`config.mk`:
```
export PLATFORM = sky130hd
export DESIGN_NAME = syncfifo_rd_stream_flat
export DESIGN_NICKNAME = d
export VERILOG_FILES = /design/src/rtl/syncfifo_rd_stream_if.sv /design/src/rtl/syncfifo_rd_stream.sv /design/src/flat_wrapper.sv
export SDC_FILE = /design/constraint.sdc
export NUM_CORES = 1
export LEC_CHECK = 0
export ABC_CLOCK_PERIOD_IN_PS = 1300
export CORE_MARGIN = 2
export CORE_UTILIZATION = 45
export CTS_BUF_LIST = sky130_fd_sc_hd__clkbuf_4
export DETAILED_ROUTE_END_ITERATION = 12
export PLACE_DENSITY = 0.83
export SYNTH_ARGS = -nofsm -noshare
export SYNTH_HDL_FRONTEND = slang
export SYNTH_SLANG_ARGS = --single-unit
```
`constraint.sdc`:
```
create_clock -name clk -period 1.3 [get_ports clk]
set_input_delay 0.13 -clock clk [delete_from_list [all_inputs] [get_ports clk]]
set_output_delay 0.13 -clock clk [all_outputs]
set_load 0.03 [all_outputs]
```
`src/rtl/syncfifo_rd_stream_if.sv`:
```
// Bundle between a non-FWFT syncfifo read port, the read-stream adapter and
// its downstream consumer. The adapter takes the master side.
interface syncfifo_rd_stream_if #(
  parameter int unsigned DATA_WIDTH = 8
);
  logic [DATA_WIDTH-1:0] fifo_dout;
  logic                  fifo_empty;
  logic                  fifo_rd_en;
  logic [DATA_WIDTH-1:0] m_data;
  logic                  m_valid;
  logic                  m_ready;
  logic [1:0]            buf_cnt;

  modport master (
    input  fifo_dout, fifo_empty, m_ready,
    output fifo_rd_en, m_data, m_valid, buf_cnt
  );

  modport slave (
    output fifo_dout, fifo_empty, m_ready,
    input  fifo_rd_en, m_data, m_valid, buf_cnt
  );
endinterface

```
`src/rtl/syncfifo_rd_stream.sv`:
```
// Read-side adapter for a syncfifo with one cycle of read latency. A 2-entry
// prefetch buffer absorbs that latency so the valid/ready stream can move one
// word per cycle without ever reading an empty FIFO.
module syncfifo_rd_stream #(
  parameter int unsigned DATA_WIDTH = 8
) (
  input logic                  clk,
  input logic                  rst,
  syncfifo_rd_stream_if.master bus
);

  logic [DATA_WIDTH-1:0] r_buf [2];
  logic                  r_wr_ptr;
  logic                  r_rd_ptr;
  logic                  r_inflight;
  logic [1:0]            r_cnt;

  logic                  w_valid;
  logic                  w_pop;
  logic [1:0]            w_occ;
  logic                  w_rd_en;

  // Issue a read whenever the word it returns is guaranteed a buffer slot:
  // either buffered + in-flight is below 2, or a pop frees a slot this cycle.
  always_comb begin
    w_valid = (r_cnt != 2'd0);
    w_pop   = w_valid & bus.m_ready;
    w_occ   = r_cnt + {1'b0, r_inflight};
    w_rd_en = ~rst & ~bus.fifo_empty & ((w_occ < 2'd2) | w_pop);
  end

  assign bus.fifo_rd_en = w_rd_en;
  assign bus.m_valid    = w_valid;
  assign bus.m_data     = r_buf[r_rd_ptr];
  assign bus.buf_cnt    = r_cnt;

  // Capture returning read data, advance pointers and track occupancy.
  always_ff @(posedge clk or posedge rst) begin
    if (rst) begin
      r_buf[0]   <= '0;
      r_buf[1]   <= '0;
      r_wr_ptr   <= 1'b0;
      r_rd_ptr   <= 1'b0;
      r_inflight <= 1'b0;
      r_cnt      <= 2'd0;
    end else begin
      // cnt + inflight <= 2 guarantees the target slot is free here.
      if (r_inflight) begin
        r_buf[r_wr_ptr] <= bus.fifo_dout;
        r_wr_ptr        <= ~r_wr_ptr;
      end
      if (w_pop) begin
        r_rd_ptr <= ~r_rd_ptr;
      end
      r_inflight <= w_rd_en;
      r_cnt      <= r_cnt + {1'b0, r_inflight} - {1'b0, w_pop};
    end
  end

endmodule

```
`src/flat_wrapper.sv`:
```
// flat-port wrapper written by rule: the top's interface ports become plain ports
module syncfifo_rd_stream_flat 
#(
  parameter int unsigned DATA_WIDTH = 8
)
  (clk, rst, bus_fifo_dout, bus_fifo_empty, bus_m_ready, bus_fifo_rd_en, bus_m_data, bus_m_valid, bus_buf_cnt);
  syncfifo_rd_stream_if #(.DATA_WIDTH(DATA_WIDTH)) bus_i ();
  input logic clk;
  input logic rst;
  input wire logic [$bits(bus_i.fifo_dout)-1:0] bus_fifo_dout;
  input wire logic [$bits(bus_i.fifo_empty)-1:0] bus_fifo_empty;
  input wire logic [$bits(bus_i.m_ready)-1:0] bus_m_ready;
  output wire logic [$bits(bus_i.fifo_rd_en)-1:0] bus_fifo_rd_en;
  output wire logic [$bits(bus_i.m_data)-1:0] bus_m_data;
  output wire logic [$bits(bus_i.m_valid)-1:0] bus_m_valid;
  output wire logic [$bits(bus_i.buf_cnt)-1:0] bus_buf_cnt;
  assign bus_i.fifo_dout = bus_fifo_dout;
  assign bus_i.fifo_empty = bus_fifo_empty;
  assign bus_i.m_ready = bus_m_ready;
  assign bus_fifo_rd_en = bus_i.fifo_rd_en;
  assign bus_m_data = bus_i.m_data;
  assign bus_m_valid = bus_i.m_valid;
  assign bus_buf_cnt = bus_i.buf_cnt;
  syncfifo_rd_stream #(.DATA_WIDTH(DATA_WIDTH)) u_core (.clk(clk), .rst(rst), .bus(bus_i));
endmodule
```
==> summary.md <==
| Metric | Value |
|---|---|
| Outcome | `finished, violations left` |
| Failing checks | `setup timing` |
| Ys Warns | `0` |
| Cell Area, Synth | `948.4 µm²` |
| Pwr Total | `3.854 mW` |
| Largest net degree at the start of global routing | `22` |
| Post-synthesis share of cell area spent on and, or, nand and nor gates | `15.30%` |
| Async S/R FF share, synth | `100.0%` |
| XOR/XNOR share of the synthesized area | `3.694%` |
| Type of the most critical hold path | `in -> async` |
| Multiplexer area fraction after synthesis | `19.00%` |
| Synth unique cells | `17` |
| Crit Path Class | `reg -> out` |
| IO Count | `24` |
| Die area | `0.002491 mm²` |
| EDFF count, synth | `0` |
| Clock transition at path regs | `0.11 ns` |
| Synth Flop Type | `dfrtp_1` |
| Hold WS | `0.2321 ns` |
| Leakage Power | `0.6641 nW` |
| GR Util All Layers | `18.89%` |
| Vias in the first global route | `788` |
| ANT cells | `0` |
| Synthesized flop and latch total | `21` |
| Drt pass-1 iters | `4` |
| Die Ht | `49.91 µm` |
| Rel. slew slack | `78.99%` |
| ANT nets after route | `0` |
| Fillers | `141` |
| Critical path's largest stage delay | `0.45 ns` |
| Die span in x | `49.91 µm` |
| Worst slew pin tran | `0.3151 ns` |
| Tcrit/Tclk final | `121.9%` |
| Share of cells above drive strength 1 | `45.76%` |
| Placed inst area | `0.001259 mm²` |
| IO Port Bufs | `23` |
| Worst skew pair latency | `0.29 ns` |
| Synth Area in Compound Gates | `2.639%` |
| PD cells | `2750 mW/mm²` |
| Most frequent cells after synthesis | `25 x nand2_1, 21 x dfrtp_1, 16 x mux2_2, 3 x xnor2_1` |
| Unrepaired setup endpoints after global routing | `yes` |
| Via density | `4.924` |
| Peak VDD IR | `1559 µV` |
| Starting Density | `47.85%` |
| Number of clock buffers inserted by TritonCTS | `3` |
| Crit path time final | `1.585 ns` |
| Most common cell in the synthesized netlist | `nand2_1` |
| Final Util | `70.71%` |
| Initial antenna violation count | `0` |
| Startpoint types | `flop` |
| CP required | `1.17 ns` |
| Max Clock Freq | `630.9 MHz` |
| Synth Net Count | `94` |
| Combinational family with the most area after synthesis | `multiplexers` |
| Data arrival time of the critical path | `1.45 ns` |
| CTS tree | `yes` |
| DR iter-0 viols | `3` |
| CP max FO | `3` |
| Final Slew Violations | `0` |
| H-Tree Depth | `1` |
| Synthesized instance count | `81` |
| Final hold viol count | `0` |
| Drt wl/cell | `14.71 µm` |
| DR DRC count | `0` |
| Worst R2R Path Depth | `4` |
| RePlAce Congestion | `0.7116` |
| Slowest-stage cell, CP | `dfrtp_2` |
| # hold bufs at CTS | `0` |
| Max clock buf depth | `2` |
| Setup Skew | `0.003657 ns` |
| Nets | `132` |
| TritonCTS Sinks | `21` |
| Detailed-route via count | `714` |
| Syn Area/Cell | `11.71 µm²` |
| Yosys top cell by area | `dfrtp_1` |
| Core area | `0.001982 mm²` |
| Ranking of synthesized cells by area | `dfrtp_1 55%, mux2_2 19%, nand2_1 9.9%` |
| Num rows | `16` |
| Top cell type's share of synthesized area | `55.41%` |
| DP HPWL | `1289 µm` |
| CP Capture Type | `primary output` |
| Setup violators final | `11` |
| Post-Synth Adder-Cell Area | `1.319%` |
| Final setup margin | `-0.2849 ns` |
| Sequential share of the synthesized area | `55.41%` |
| Clock Tree Root | `clkbuf_4` |
| First-pass GRT wire length | `3567 µm` |
| Max-cap viol count | `0` |
| Final wirelength | `2133 µm` |
| Area growth from synthesis to layout | `47.76%` |
| Critical path, cell by cell | `ha_4 -> a2111oi_4 -> buf_4` |
| Overflow after GRT | `0` |
| Final Cell Area | `0.001401 mm²` |
==> timing repair <==
item                                    CTS  global route
gates resized for setup                  68            17
setup buffers                             6             1
endpoints found under the setup margin   11            13
pin swaps                                 2             2
==> worst max-delay path, delay by kind of cell, from the launching register on <==
kind	cells	cell delay, ns
adder cells (fa/ha/maj)	1	0.19
flip-flops	1	0.45
AO/OA/AOI/OAI	1	0.30
buffers and inverters	1	0.22
==> layer usage <==
metal	part of all wire [%]	up-vias	track usage, %
met1	43	353	24.41
li1	-	341	-
met2	53	20	32.44
met5	0	-	0
met3	4.1	0	3.030
met4	0	0	5.556
==> sequential cells by signal, indices dropped and copies added, names as in the netlist <==
signal	cells
u_core.bus.buf_cnt	2
u_core.r_buf	16
u_core.r_inflight	1
u_core.r_rd_ptr	1
u_core.r_wr_ptr	1
==> final cells by class <==
class / instances / area, µm² / share of cell area [%]
clock inverter: 1 / 5.005 / 0.3571
sequential: 21 / 529.3 / 37.77
timing repair buffer: 36 / 344.1 / 24.55
multi-input combinational: 56 / 462.9 / 33.04
inverter: 1 / 3.754 / 0.2679
tap: 27 / 33.78 / 2.411
clock buffer: 3 / 22.52 / 1.607
==> per-stage QoR <==
stage / instances / TNS, ns / setup slack (ns)
4_1_cts: 144 / -1.449 / -0.3446
5_1_grt: 145 / -2.032 / -0.3728
2_1_floorplan: 81 / -0.1408 / -0.09507
3_3_place_gp: 134 / -2.802 / -0.3301
3_5_place_dp: 134 / -2.980 / -0.3542
6_report: 145 / -1.371 / -0.2849
==> power by group <==
part	switching [mW]	internal [mW]	total [mW]
combinational	1.12	1.24	2.36
sequential	0.208	0.980	1.19
clock	0.188	0.114	0.303
==> kinds of logic (layout without fill, tap and decap cells) <==
group | Yosys count | count (layout)
compound gates | 3 | 3
xor+xnor | 4 | 4
fa+ha+maj | 1 | 1
buf+inv | 4 | 41
flops | 21 | 21
mux | 16 | 16
simple gates | 32 | 32
==> layout by cell type (no fill, tap or decap), types with 3 or more instances in the layout <==
cell / instances
xnor2_1: 3
nand2_1: 25
dfrtp_2: 3
mux2_4: 5
buf_4: 11
buf_6: 13
dfrtp_1: 18
mux2_2: 11
clkdlybuf4s50_1: 11
clkbuf_4: 3
==> final timing paths <==
path | slack [ns] | to | from
min in group clk | 0.38 | u_core.r_buf[15] | bus_fifo_dout[7]
worst min-delay path | 0.23 | u_core.r_buf[12] | rst
worst max register to register | -0.02 | u_core.bus.buf_cnt[1] | u_core.r_inflight
worst min register to register | 0.49 | u_core.r_buf[15] | u_core.r_buf[15]
max in group asynchronous | 0.83 | u_core.bus.buf_cnt[0] | rst
worst max-delay path | -0.28 | bus_fifo_rd_en | u_core.bus.buf_cnt[0]
Power figures use the tool's default switching activity.
